## config.mk

```make
export PLATFORM = sky130hd
export DESIGN_NAME = text_console_ctrl
export DESIGN_NICKNAME = d
export VERILOG_FILES = /design/src/rtl/console_pkg.sv /design/src/rtl/vram_port_arb.sv /design/src/rtl/text_console_ctrl.sv
export SDC_FILE = /design/constraint.sdc
export NUM_CORES = 1
export LEC_CHECK = 0
export ABC_AREA = 1
export CAP_MARGIN = 20
export CORE_UTILIZATION = 50
export DETAILED_ROUTE_END_ITERATION = 8
export PLACE_DENSITY = 0.72
export SLEW_MARGIN = 10
export SYNTH_ARGS = -nofsm -noshare
export SYNTH_HDL_FRONTEND = slang
export SYNTH_SLANG_ARGS = --single-unit
export TNS_END_PERCENT = 100
```

## constraint.sdc

```tcl
create_clock -name clock_25 -period 3.9 [get_ports clock_25]
set_clock_uncertainty 0.15 [all_clocks]
set_input_delay 0.78 -clock clock_25 [delete_from_list [all_inputs] [get_ports clock_25]]
set_output_delay 0.78 -clock clock_25 [all_outputs]
set_load 0.02 [all_outputs]
```

## src/rtl/console_pkg.sv

```systemverilog
// Shared constants, op-codes and state encoding for the text console engine.
// Screen geometry is fixed here; COLS*ROWS must stay <= 2048.
package console_pkg;

    localparam int COLS = 80;
    localparam int ROWS = 25;
    localparam logic [7:0] BLANK_CHAR = 8'h20;

    localparam int CELLS = COLS * ROWS;
    localparam int ROW_BYTES = 2 * COLS;
    localparam int SCR_BYTES = ROW_BYTES * (ROWS - 1);
    localparam int SCREEN_BYTES = 2 * CELLS;

    localparam logic [10:0] LAST_CELL = 11'(CELLS - 1);
    localparam logic [10:0] LAST_ROW_START = 11'((ROWS - 1) * COLS);
    localparam logic [4:0] LAST_ROW = 5'(ROWS - 1);
    localparam logic [6:0] LAST_COL = 7'(COLS - 1);
    localparam logic [11:0] SCR_LAST = 12'(SCR_BYTES - 1);
    localparam logic [11:0] SCREEN_LAST = 12'(SCREEN_BYTES - 1);
    localparam logic [11:0] ROW_OFS = 12'(ROW_BYTES);

    localparam logic [2:0] OP_NOP = 3'd0;
    localparam logic [2:0] OP_PUTC = 3'd1;
    localparam logic [2:0] OP_NEWLINE = 3'd2;
    localparam logic [2:0] OP_CLEAR = 3'd3;
    localparam logic [2:0] OP_SCROLL = 3'd4;
    localparam logic [2:0] OP_SETCUR = 3'd5;
    localparam logic [2:0] OP_BKSP = 3'd6;

    typedef enum logic [2:0] {
        S_IDLE,
        S_PUT_CH,
        S_PUT_AT,
        S_CLR,
        S_SC_RD,
        S_SC_WR,
        S_SC_FILL,
        S_BK_CH
    } state_t;

    // Row of an arbitrary cell index via a compare chain (no divider).
    function automatic logic [4:0] row_of(logic [10:0] c);
        logic [4:0] r;
        r = '0;
        for (int k = 1; k < ROWS; k++) begin
            if (int'(c) >= k * COLS) r = r + 5'd1;
        end
        return r;
    endfunction

endpackage

```

## src/rtl/vram_port_arb.sv

```systemverilog
// Shares the single VRAM port between Z80 accesses and the console engine.
// The CPU wins unless it was granted last cycle, so the engine gets >= 1/2.
module vram_port_arb (
    input  logic        clk_i,
    input  logic        rst_ni,
    input  logic        cpu_req_i,
    input  logic        cpu_we_i,
    input  logic [11:0] cpu_addr_i,
    input  logic [7:0]  cpu_wdata_i,
    output logic        cpu_ack_o,
    output logic [7:0]  cpu_rdata_o,
    input  logic        eng_req_i,
    input  logic        eng_we_i,
    input  logic [11:0] eng_addr_i,
    input  logic [7:0]  eng_wdata_i,
    output logic        eng_gnt_o,
    output logic [11:0] ram_addr_o,
    output logic [7:0]  ram_wdata_o,
    output logic        ram_we_o,
    input  logic [7:0]  ram_rdata_i
);

    logic cpu_gnt;
    logic gnt_q;

    // Reset gates the grant so the port is quiet while reset is held.
    assign cpu_gnt = rst_ni & cpu_req_i & ~gnt_q;
    assign eng_gnt_o = eng_req_i & ~cpu_gnt;
    assign cpu_ack_o = gnt_q;
    assign cpu_rdata_o = gnt_q ? ram_rdata_i : 8'h00;

    // Remember last cycle's CPU grant; it is also the ack pulse.
    always_ff @(posedge clk_i or negedge rst_ni) begin
        if (!rst_ni) gnt_q <= 1'b0;
        else gnt_q <= cpu_gnt;
    end

    // Drive the RAM port from whichever side owns this cycle.
    always_comb begin
        ram_addr_o = '0;
        ram_wdata_o = '0;
        ram_we_o = 1'b0;
        if (cpu_gnt) begin
            ram_addr_o = cpu_addr_i;
            ram_wdata_o = cpu_wdata_i;
            ram_we_o = cpu_we_i;
        end else if (eng_gnt_o) begin
            ram_addr_o = eng_addr_i;
            ram_wdata_o = eng_wdata_i;
            ram_we_o = eng_we_i;
        end
    end

endmodule

```

## src/rtl/text_console_ctrl.sv

```systemverilog
// 80x25 text console engine: executes console commands on the VRAM and
// tracks the cursor, sharing the RAM port with direct Z80 accesses.
module text_console_ctrl
    import console_pkg::*;
(
    input  logic        clock_25,
    input  logic        reset_n,
    input  logic        cmd_valid,
    output logic        cmd_ready,
    input  logic [2:0]  cmd_op,
    input  logic [7:0]  cmd_data,
    input  logic [7:0]  cmd_attr,
    input  logic        cpu_req,
    input  logic        cpu_we,
    input  logic [11:0] cpu_address,
    input  logic [7:0]  cpu_wdata,
    output logic        cpu_ack,
    output logic [7:0]  cpu_rdata,
    output logic [11:0] ram_address,
    output logic [7:0]  ram_wdata,
    output logic        ram_we,
    input  logic [7:0]  ram_rdata,
    output logic [10:0] cursor,
    output logic        busy
);

    state_t state_q, state_d;
    logic [10:0] cursor_q, cursor_d;
    logic [4:0] row_q, row_d;
    logic [6:0] col_q, col_d;
    logic [11:0] idx_q, idx_d;
    logic [7:0] char_q, char_d;
    logic [7:0] attr_q, attr_d;
    logic tail_q, tail_d;
    logic rd_pend_q;
    logic [7:0] hold_q;

    logic eng_req, eng_we, eng_gnt;
    logic [11:0] eng_addr;
    logic [7:0] eng_wdata;
    logic [10:0] set_v;

    assign set_v = {cmd_attr[2:0], cmd_data};
    assign cmd_ready = reset_n & (state_q == S_IDLE);
    assign busy = (state_q != S_IDLE);
    assign cursor = cursor_q;

    vram_port_arb u_arb (
        .clk_i       (clock_25),
        .rst_ni      (reset_n),
        .cpu_req_i   (cpu_req),
        .cpu_we_i    (cpu_we),
        .cpu_addr_i  (cpu_address),
        .cpu_wdata_i (cpu_wdata),
        .cpu_ack_o   (cpu_ack),
        .cpu_rdata_o (cpu_rdata),
        .eng_req_i   (eng_req),
        .eng_we_i    (eng_we),
        .eng_addr_i  (eng_addr),
        .eng_wdata_i (eng_wdata),
        .eng_gnt_o   (eng_gnt),
        .ram_addr_o  (ram_address),
        .ram_wdata_o (ram_wdata),
        .ram_we_o    (ram_we),
        .ram_rdata_i (ram_rdata)
    );

    // State and datapath registers; reset aborts any operation in flight.
    always_ff @(posedge clock_25 or negedge reset_n) begin
        if (!reset_n) begin
            state_q <= S_IDLE;
            cursor_q <= '0;
            row_q <= '0;
            col_q <= '0;
            idx_q <= '0;
            char_q <= '0;
            attr_q <= '0;
            tail_q <= 1'b0;
        end else begin
            state_q <= state_d;
            cursor_q <= cursor_d;
            row_q <= row_d;
            col_q <= col_d;
            idx_q <= idx_d;
            char_q <= char_d;
            attr_q <= attr_d;
            tail_q <= tail_d;
        end
    end

    // Scroll read data lands the cycle after its grant, even if the CPU owns it.
    always_ff @(posedge clock_25 or negedge reset_n) begin
        if (!reset_n) begin
            rd_pend_q <= 1'b0;
            hold_q <= '0;
        end else begin
            rd_pend_q <= (state_q == S_SC_RD) & eng_gnt;
            if (rd_pend_q) hold_q <= ram_rdata;
        end
    end

    // Next state, cursor/row/col bookkeeping; RAM steps advance only on grant.
    always_comb begin
        state_d = state_q;
        cursor_d = cursor_q;
        row_d = row_q;
        col_d = col_q;
        idx_d = idx_q;
        char_d = char_q;
        attr_d = attr_q;
        tail_d = tail_q;
        unique case (state_q)
            S_IDLE: begin
                if (cmd_valid) begin
                    char_d = cmd_data;
                    attr_d = cmd_attr;
                    idx_d = '0;
                    unique case (cmd_op)
                        OP_PUTC: state_d = S_PUT_CH;
                        OP_NEWLINE: begin
                            if (row_q == LAST_ROW) begin
                                state_d = S_SC_RD;
                                tail_d = 1'b1;
                            end else begin
                                cursor_d = cursor_q - 11'(col_q) + 11'(COLS);
                                row_d = row_q + 5'd1;
                                col_d = '0;
                            end
                        end
                        OP_CLEAR: state_d = S_CLR;
                        OP_SCROLL: begin
                            state_d = S_SC_RD;
                            tail_d = 1'b0;
                        end
                        OP_SETCUR: begin
                            cursor_d = (set_v > LAST_CELL) ? LAST_CELL : set_v;
                            row_d = row_of(cursor_d);
                            col_d = 7'(cursor_d - 11'(row_d) * 11'(COLS));
                        end
                        OP_BKSP: begin
                            if (cursor_q != '0) begin
                                cursor_d = cursor_q - 11'd1;
                                if (col_q == '0) begin
                                    row_d = row_q - 5'd1;
                                    col_d = LAST_COL;
                                end else begin
                                    col_d = col_q - 7'd1;
                                end
                                state_d = S_BK_CH;
                            end
                        end
                        default: ;
                    endcase
                end
            end
            S_PUT_CH: if (eng_gnt) state_d = S_PUT_AT;
            S_PUT_AT: begin
                if (eng_gnt) begin
                    if (cursor_q == LAST_CELL) begin
                        state_d = S_SC_RD;
                        tail_d = 1'b1;
                    end else begin
                        state_d = S_IDLE;
                        cursor_d = cursor_q + 11'd1;
                        if (col_q == LAST_COL) begin
                            col_d = '0;
                            row_d = row_q + 5'd1;
                        end else begin
                            col_d = col_q + 7'd1;
                        end
                    end
                end
            end
            S_CLR: begin
                if (eng_gnt) begin
                    idx_d = idx_q + 12'd1;
                    if (idx_q == SCREEN_LAST) begin
                        state_d = S_IDLE;
                        cursor_d = '0;
                        row_d = '0;
                        col_d = '0;
                    end
                end
            end
            S_SC_RD: if (eng_gnt) state_d = S_SC_WR;
            S_SC_WR: begin
                if (eng_gnt) begin
                    idx_d = idx_q + 12'd1;
                    state_d = (idx_q == SCR_LAST) ? S_SC_FILL : S_SC_RD;
                end
            end
            S_SC_FILL: begin
                if (eng_gnt) begin
                    idx_d = idx_q + 12'd1;
                    if (idx_q == SCREEN_LAST) begin
                        state_d = S_IDLE;
                        if (tail_q) begin
                            cursor_d = LAST_ROW_START;
                            row_d = LAST_ROW;
                            col_d = '0;
                        end
                    end
                end
            end
            S_BK_CH: if (eng_gnt) state_d = S_IDLE;
            default: state_d = S_IDLE;
        endcase
    end

    // Engine side of the RAM port for the current step.
    always_comb begin
        eng_req = (state_q != S_IDLE);
        eng_we = (state_q != S_SC_RD);
        eng_addr = '0;
        eng_wdata = '0;
        unique case (state_q)
            S_PUT_CH: begin
                eng_addr = {cursor_q, 1'b0};
                eng_wdata = char_q;
            end
            S_PUT_AT: begin
                eng_addr = {cursor_q, 1'b1};
                eng_wdata = attr_q;
            end
            S_CLR, S_SC_FILL: begin
                eng_addr = idx_q;
                eng_wdata = idx_q[0] ? attr_q : BLANK_CHAR;
            end
            S_SC_RD: eng_addr = idx_q + ROW_OFS;
            S_SC_WR: begin
                eng_addr = idx_q;
                eng_wdata = rd_pend_q ? ram_rdata : hold_q;
            end
            S_BK_CH: begin
                eng_addr = {cursor_q, 1'b0};
                eng_wdata = BLANK_CHAR;
            end
            default: ;
        endcase
    end

endmodule

```

==> impl_metrics.csv, run 1 <==
group,metric,value,unit
route,drt.antenna.violating_nets,0,
finish,nets,1991,
route,dr.first_iter.drc_count,831,
floorplanning,num_rows,48,
synth,synth.largest_area_cell,"dfrtp_1",
placement,gp_routability_congestion,0.979,
synth,netlist_area,8990,um2
clock_network,cts.reportedPaths.clkPinSlew,60,ps
synth,yosysUniqueCellTypes,58,
synth,part_of_the_yosys_area_used_for_sequential_elements,0.181,
synth,yosys_warnings,0,
worst_setup_path,critPathSlowestCell,"fa_2",
power_and_ir_drop,p_leak,7.49,nW
finish,antenna-diode-count,0,
global_route,first_global_vias,11220,
run_status,run_status,"finished, violations left",
floorplanning,core_area,17400,um2
timing,worst_slew_margin_rel,0.419,
floorplanning,fp.dieArea,18500,um2
synth,number_of_enable_flip_flop_cells_after_synthesis,0,
power_and_ir_drop,vdd_ir_drop_max,368,uV
synth,synthTopCellsByCount,"nand2_1 (427), inv_1 (249), nand3_1 (173)",
clock_network,clkLatencyLatePin,340,ps
placement,place_hpwl,22.9,mm
synth,most_frequently_used_cell_type_in_the_post_synthesis_netlist,"nand2_1",
synth,postSynthAreaPerCell,5.93,um2
route,detail_route.wl_per_cell,16.6,um
clock_network,clk_path_buf_depth,2,
route,vias_per_cell,5.67,
timing,finalMaxSlewViolations,0,
timing,max_freq,0.0869,GHz
timing,fin_crit_sh,2.95,
timing,grt_setup_unrepaired,"yes",
timing,finalWorstPathRequiredPeriod,11500,ps
synth,synth.top_cell.area_share,0.181,
route,drt_wl_total,35.0,mm
worst_setup_path,crit_path_max_fanout,3,
timing,final-setup-viol-count,8,
global_route,grt_antenna_before_repair,0,
worst_setup_path,crit_path_end_kind,"flip-flop",
global_route,grt_start_max_net_pins,66,
clock_network,cts_buffers,9,
timing,worstMarginPinSlew,871,ps
clock_network,hold_buffers,0,
power_and_ir_drop,p_per_area,415,nW/um2
floorplanning,fp.dieH,136,um
global_route,grt-ovfl-total,0,
finish,final_std_cells_w_o_fill,2113,
route,num_vias,11976,
global_route,gr-usage-all-layers,0.345,
finish,area.growth.synth_to_final,52.8,%
clock_network,tritoncts,"yes",
worst_setup_path,required,3970,ps
synth,syn_nets,1624,
global_route,first_pass_grt_wire_length,51.4,mm
clock_network,clock_sinks,65,
worst_setup_path,worst_setup_path_start_kind,"primary input",
clock_network,clock_tree.htree_level_count,3,
worst_setup_path,crit_arrival,11570,ps
synth,netlist_top_cells_area,"dfrtp_1 (18%), nand2_1 (18%), inv_1 (10%)",
worst_setup_path,timing.critical_path.slowest_cell_delay,370,ps
placement,numPlacedInstances,2030,
floorplanning,initial_core_util,0.516,
placement,placed_instance_area,11900,um2
clock_network,clockRootBuffer,"clkbuf_16",
synth,ys_async_sr_fraction,1.00,
min_path,worst_hold_path_type,"flip-flop to flip-flop",
timing,final_hold_violations,0,
synth,syn-instance-count,1516,
run,drv_cap,0,
finish,layout-drive-gt1-share,0.323,
synth,yosys_most_used_dff,"dfrtp_1",
finish,layout.cell_area.non_filler,13700,um2
floorplanning,dieWidth,136,um
floorplanning,num_io_pins,95,
route,number_of_remaining_drc_errors,0,
worst_setup_path,critical_path_class,"primary input to flip-flop",
placement,placement.io_buffers,94,
synth,number_of_synthesized_register_bits,65,
run_status,failed_checks,"negative setup slack",
timing,final_critical_path_setup_slack,-7600,ps
route,detail_route.first_pass.iterations,6,
final timing paths:
| path | startpoint | to | cells after the start | slack [ps] |
|---|---|---|---|---|
| setup / recovery | cmd_data[7] | col_q[6] | 88 | -7600 |
| setup reg to reg | col_q[3] | cursor[10] | 22 | 600 |
| hold reg to reg | attr_q[3] | attr_q[3] | 2 | 340 |
| hold / removal | attr_q[3] | attr_q[3] | 2 | 340 |
| max in group asynchronous | reset_n | attr_q[1] | 2 | 2520 |
| min in group asynchronous | reset_n | idx_q[9] | 2 | 490 |
layer usage:
layer,up-vias,GRT usage,wire [um]
li1,5653,-,-
met1,5514,0.391,13200
met2,618,0.627,17400
met3,191,0.0462,2560
met4,0,0.179,1910
met5,-,0,0
registers in the layout, indices dropped and copies added, names as in the netlist:
signal,count
idx_q,12
attr_q,8
char_q,8
u_arb.cpu_ack_o,1
row_q,5
cursor,11
col_q,7
hold_q,8
tail_q,1
state_q,3
rd_pend_q,1
kinds of logic (layout without fill, tap and decap cells):
logic type,Yosys count,count (layout),synth area share
XOR/XNOR,13,13,0.0127
adder cells (fa/ha/maj),56,56,0.0796
AO/OA/AOI/OAI,215,215,0.145
buffers and inverters,294,666,0.124
multiplexers,8,8,0.0100
AND/OR/NAND/NOR,865,865,0.448
flip-flops,65,65,0.181
repair_timing:
action                                 CTS  global route
pin swaps                               74           105
setup buffers                           66            19
resized for setup                      146           137
endpoints found under the hold margin    0             0
setup endpoints to repair               20            24
layout make-up:
class,instances,area (um2)
multi-input cells,1157,7340
fillers,1232,3680
repair buffers,378,3150
flip-flops and latches,65,1630
inverters,272,1040
well taps,225,282
clock buffers,10,239
clock inverters,6,67.6
critical path, delay by kind of cell:
family                   cells  cell delay [ps]
adder cells (fa/ha/maj)     15             3730
buffers and inverters        9              450
AND/OR/NAND/NOR             57             5760
XOR/XNOR                     1              190
AO/OA/AOI/OAI                6              630
cells in the final DEF, fill, tap and decap left out, types with 14 or more instances in the layout:
cell type / netlist / routed
nand2_1: 427 / 351
buf_4: 1 / 272
inv_1: 249 / 230
nand3_1: 173 / 131
nor2_1: 128 / 118
clkdlybuf4s50_1: 0 / 74
o21ai_0: 81 / 73
nand2_2: 25 / 67
dfrtp_1: 65 / 65
a21oi_1: 54 / 54
nand2_4: 19 / 53
nand3_2: 22 / 45
ha_1: 54 / 39
inv_2: 16 / 30
nand3_4: 3 / 22
nor3_1: 22 / 19
ha_4: 0 / 15
buf_6: 0 / 14
through the flow:
stage | hold slack [ps] | power [mW] | setup WS, ps | setup TNS (ps) | util
3_3_place_gp | 312 | 3.48 | -8190 | -56180 | 0.685
4_1_cts | 338 | 4.95 | -7340 | -49170 | 0.757
2_1_floorplan | 294 | 2.61 | -7490 | -45580 | -
6_report | 337 | 5.70 | -7600 | -51100 | 0.789
3_5_place_dp | 324 | 3.55 | -8540 | -57540 | 0.686
5_1_grt | 352 | 6.05 | -8100 | -54490 | 0.789
where the power goes:
group | total (mW) | internal, mW | switching, mW
Sequential | 0.790 | 0.734 | 0.0558
Clock | 0.837 | 0.513 | 0.324
Combinational | 4.07 | 1.80 | 2.27
Total | 5.70 | 3.04 | 2.65
(Power assumes the default switching activity.)
==> inputs of run 2 (changes only) <==
CORE_ASPECT_RATIO = 1.75   (was not set)
RECOVER_POWER = 50   (was not set)
==> impl_metrics.csv, run 2 (synthesis gave the netlist of run 1 again) <==
group,metric,value,unit
run_status,run_status,"finished, violations left",
run_status,failed_checks,"max-capacitance violations, max-slew violations, negative setup slack",
timing,final_hold_violations,0,
route,detail_route.first_pass.iterations,8,
route,number_of_remaining_drc_errors,0,
timing,totalNegativeSetupSlack,-48750,ps
finish,antenna-diode-count,0,
global_route,gr-usage-all-layers,0.369,
clock_network,cts.reportedPaths.clkPinSlew,60,ps
clock_network,hold_buffers,0,
route,num_vias,11645,
global_route,first_global_vias,12099,
worst_setup_path,critPathSlowestCell,"fa_2",
floorplanning,dieWidth,103,um
power_and_ir_drop,combinational_fraction_of_design_power,0.685,
floorplanning,num_rows,64,
power_and_ir_drop,cellInternalPower,2.85,mW
finish,layout_common_cells,"nand2_1 (355), buf_4 (250), inv_1 (232), nand3_1 (140), nor2_1 (118)",
timing,hold_slack,333,ps
global_route,grt-ovfl-total,0,
clock_network,clock_sinks,65,
route,dr.first_iter.drc_count,544,
worst_setup_path,crit_path_end_kind,"flip-flop",
finish,nFillCells,1349,
timing,worstMarginPinSlew,1710,ps
finish,largest_register_ff_count,12,
worst_setup_path,crit_path_max_fanout,4,
clock_network,clk_path_buf_depth,2,
placement,numPlacedInstances,2033,
timing,finalWorstPathRequiredPeriod,11270,ps
floorplanning,core_area,17500,um2
finish,max_flop_register,"idx_q",
timing,max_freq,0.0888,GHz
clock_network,clock_tree.htree_level_count,3,
worst_setup_path,crit_arrival,11330,ps
run,drv_cap,1,
floorplanning,fp.dieArea,18500,um2
power_and_ir_drop,p_per_area,394,nW/um2
timing,worst_slew_margin_rel,-0.140,
min_path,worst_hold_path_type,"flip-flop to flip-flop",
finish,mostFrequentLayoutCell,"nand2_1",
timing,fin_crit_sh,2.89,
worst_setup_path,timing.critical_path.slowest_cell_delay,370,ps
power_and_ir_drop,vdd_ir_drop_max,323,uV
finish,layout-drive-gt1-share,0.302,
route,drt.antenna.violating_nets,0,
worst_setup_path,required,3960,ps
clock_network,clockRootBuffer,"clkbuf_16",
floorplanning,initial_core_util,0.513,
route,vias_per_cell,5.55,
worst_setup_path,worst_setup_path_start_kind,"primary input",
power_and_ir_drop,design_power_total,5.23,mW
worst_setup_path,crit_path_frequent_cell,"nand2_2",
placement,gp_routability_congestion,0.967,
clock_network,cts_buffers,9,
clock_network,clkLatencyLatePin,340,ps
global_route,first_pass_grt_wire_length,53.3,mm
finish,nets,1971,
power_and_ir_drop,p_switching,2.38,mW
power_and_ir_drop,power.share.switching,0.455,
finish,area.growth.synth_to_final,47.8,%
timing,grt_setup_unrepaired,"yes",
route,detail_route.wl_per_cell,16.1,um
clock_network,tritoncts,"yes",
finish,layout.core_utilization,0.758,
power_and_ir_drop,share_clk_of_total_power,0.163,
finish,final_std_cells_w_o_fill,2099,
worst_setup_path,critical_path_class,"primary input to flip-flop",
global_route,grt_antenna_before_repair,1,
floorplanning,fp.dieH,179,um
global_route,grt_start_max_net_pins,66,
power_and_ir_drop,pwr-share-seq,0.152,
timing,finalMaxSlewViolations,66,
placement,place_hpwl,24.8,mm
timing,final_critical_path_setup_slack,-7370,ps
floorplanning,num_io_pins,95,
timing,final-setup-viol-count,8,
power_and_ir_drop,p_leak,7.22,nW
route,drt_wl_total,33.8,mm
placement,placement.io_buffers,94,
run 2: cell count changes in the layout (fill, tap and decap cells not counted), moves of 9 or more:
cell	previous run	this run
nand2_2	67	76
nand3_4	22	7
nand3_1	131	140
nand2_4	53	40
dlygate4sd2_1	1	10
buf_4	272	250
run 2: area by class of cell:
type,count,area [um2],share of cell area
inverters,272,1040,0.0782
repair buffers,358,2940,0.221
well taps,231,289,0.0217
clock inverters,6,66.3,0.00499
multi-input cells,1157,7090,0.533
clock buffers,10,239,0.0180
flip-flops and latches,65,1630,0.122
run 2: path summary, 6_finish.rpt:
check | startpoint | end | slack [ps] | cells after the start
max in group asynchronous | reset_n | row_q[3] | 1510 | 2
worst max-delay path | cmd_data[6] | col_q[6] | -7370 | 90
worst max register to register | cursor[4] | cursor[10] | 570 | 21
min in group asynchronous | reset_n | idx_q[11] | 1050 | 2
worst min register to register | hold_q[4] | hold_q[4] | 330 | 1
worst min-delay path | hold_q[4] | hold_q[4] | 330 | 1
run 2: power groups by stage:
stage	logic [mW]	registers, mW	clock network [mW]
after detailed placement	2.81	0.806	0
after CTS	3.12	0.794	0.848
after global routing	3.97	0.799	0.881
after global placement	2.74	0.803	0
final	3.58	0.796	0.851
after floorplan	1.82	0.785	0
run 2: timing repair:
item / CTS / global route
resized for setup: 99 / 127
setup endpoints to repair: 20 / 28
buffers inserted: 45 / 12
pin swaps: 41 / 82
run 2: per-stage QoR:
stage / setup slack, ps / cell area, um2
final: -7370 / 13300
after global routing: -7940 / 13300
after CTS: -7570 / 12800
after detailed placement: -8520 / 11900
after global placement: -8140 / 11900
after floorplan: -7490 / 9210
run 2: layer usage:
layer | vias to the layer above | part of all wire | track usage
met5 | - | 0.00044 | 0
met4 | 2 | 0.087 | 0.325
met1 | 5361 | 0.31 | 0.313
met3 | 212 | 0.061 | 0.0789
met2 | 464 | 0.54 | 0.684
li1 | 5606 | - | -
run 2: worst max-delay path: cells and delay by family:
kind            cells  cell delay (ps)
buf+inv            13              920
fa+ha+maj          13             3350
simple gates       56             5120
compound gates      7              950
xor+xnor            1              170
==> inputs of run 3 (changes only) <==
clock period = 11.1 ns   (was 3.9 ns; I/O delays follow)
==> impl_metrics.csv, run 3 (synthesis gave the netlist of run 1 again) <==
group,metric,value,unit
worst_setup_path,crit_path_max_fanout,5,
clock_network,clkLatencyLatePin,340,ps
worst_setup_path,worst_setup_path_start_kind,"primary input",
worst_setup_path,required,11210,ps
route,dr.first_iter.drc_count,544,
global_route,grt_antenna_before_repair,0,
route,drt_wl_total,32.9,mm
timing,totalNegativeSetupSlack,-8070,ps
clock_network,clock_tree.htree_level_count,3,
run_status,failed_checks,"max-capacitance violations, max-slew violations, negative setup slack",
finish,layout.cell_area.non_filler,12700,um2
finish,layout_common_cells,"nand2_1 (357), inv_1 (234), buf_4 (177), nand3_1 (141), nor2_1 (122)",
run_status,run_status,"finished, violations left",
min_path,worst_hold_path_type,"flip-flop to flip-flop",
power_and_ir_drop,p_leak,6.79,nW
global_route,first_pass_grt_wire_length,51.8,mm
floorplanning,fp.dieArea,18500,um2
clock_network,clockRootBuffer,"clkbuf_16",
worst_setup_path,critical_path_class,"primary input to flip-flop",
route,vias_per_cell,5.54,
run,drv_cap,1,
power_and_ir_drop,p_per_area,140,nW/um2
route,detail_route.first_pass.iterations,5,
floorplanning,fp.dieH,179,um
clock_network,cts.reportedPaths.clkPinSlew,60,ps
clock_network,clock_sinks,65,
worst_setup_path,crit_path_end_kind,"flip-flop",
timing,worst_slew_margin_rel,-1.44,
worst_setup_path,crit_arrival,12990,ps
finish,mostFrequentLayoutCell,"nand2_1",
power_and_ir_drop,design_power_total,1.79,mW
floorplanning,initial_core_util,0.513,
timing,final_critical_path_setup_slack,-1780,ps
placement,gp_routability_congestion,0.997,
worst_setup_path,timing.critical_path.slowest_cell_delay,360,ps
timing,fin_crit_sh,1.16,
timing,max_freq,0.0776,GHz
global_route,grt-ovfl-total,0,
finish,area.growth.synth_to_final,41.5,%
power_and_ir_drop,vdd_ir_drop_max,124,uV
route,drt.antenna.violating_nets,0,
placement,place_hpwl,24.1,mm
worst_setup_path,critPathSlowestCell,"fa_2",
timing,hold_slack,332,ps
finish,layout-drive-gt1-share,0.269,
timing,worstMarginPinSlew,3660,ps
timing,final_hold_violations,0,
clock_network,hold_buffers,0,
timing,finalWorstPathRequiredPeriod,12880,ps
clock_network,tritoncts,"yes",
finish,antenna-diode-count,0,
placement,placement.io_buffers,94,
floorplanning,num_rows,64,
route,number_of_remaining_drc_errors,0,
timing,grt_setup_unrepaired,"yes",
finish,layout.core_utilization,0.726,
timing,final-setup-viol-count,6,
global_route,first_global_vias,11393,
floorplanning,core_area,17500,um2
finish,final_std_cells_w_o_fill,2028,
global_route,grt_start_max_net_pins,66,
finish,largest_register_ff_count,12,
placement,dp_slack,-2820,ps
finish,nets,1901,
route,num_vias,11228,
floorplanning,dieWidth,103,um
placement,placed_instance_area,11400,um2
timing,finalMaxSlewViolations,66,
clock_network,cts_buffers,9,
clock_network,clk_path_buf_depth,2,
route,detail_route.wl_per_cell,16.2,um
finish,max_flop_register,"idx_q",
global_route,gr-usage-all-layers,0.361,
floorplanning,num_io_pins,95,
placement,numPlacedInstances,1962,
run 3: area by class of cell:
type | instances | area [um2]
Tap cell | 231 | 289
Timing Repair Buffer | 288 | 2440
Clock buffer | 12 | 246
Inverter | 272 | 1030
Sequential cell | 65 | 1630
Clock inverter | 3 | 17.5
Fill cell | 1466 | 4810
Multi-Input combinational cell | 1157 | 7080
run 3: path summary, 6_finish.rpt:
check,to,startpoint,cells after the start,slack (ps)
min in group asynchronous,idx_q[9],reset_n,2,3140
max reg2reg,row_q[0],state_q[1],15,7300
min,char_q[4],char_q[4],2,330
max,col_q[6],cmd_data[5],87,-1780
min reg2reg,char_q[4],char_q[4],2,330
max in group asynchronous,row_q[4],reset_n,2,5570
run 3: worst max-delay path: cells and delay by family:
kind	cells	cell delay [ps]
compound gates	5	540
xor+xnor	1	150
fa+ha+maj	14	3410
buf+inv	11	800
simple gates	56	5850
run 3: repair_timing:
action,in CTS,in global routing
endpoints found under the setup margin,6,6
pin swaps,51,96
buffers inserted,45,14
gates resized for setup,93,120
run 3: power by group:
| group | total (mW) | internal [mW] | switching, mW |
|---|---|---|---|
| Clock | 0.263 | 0.155 | 0.108 |
| Sequential | 0.280 | 0.258 | 0.0215 |
| Combinational | 1.24 | 0.546 | 0.699 |
| Total | 1.79 | 0.959 | 0.828 |
run 3: per-layer routing:
layer	routed length, um	vias up	GRT usage
li1	-	5453	-
met1	10300	5132	0.306
met2	17800	435	0.663
met3	1740	208	0.0766
met4	3050	0	0.331
met5	0	-	0
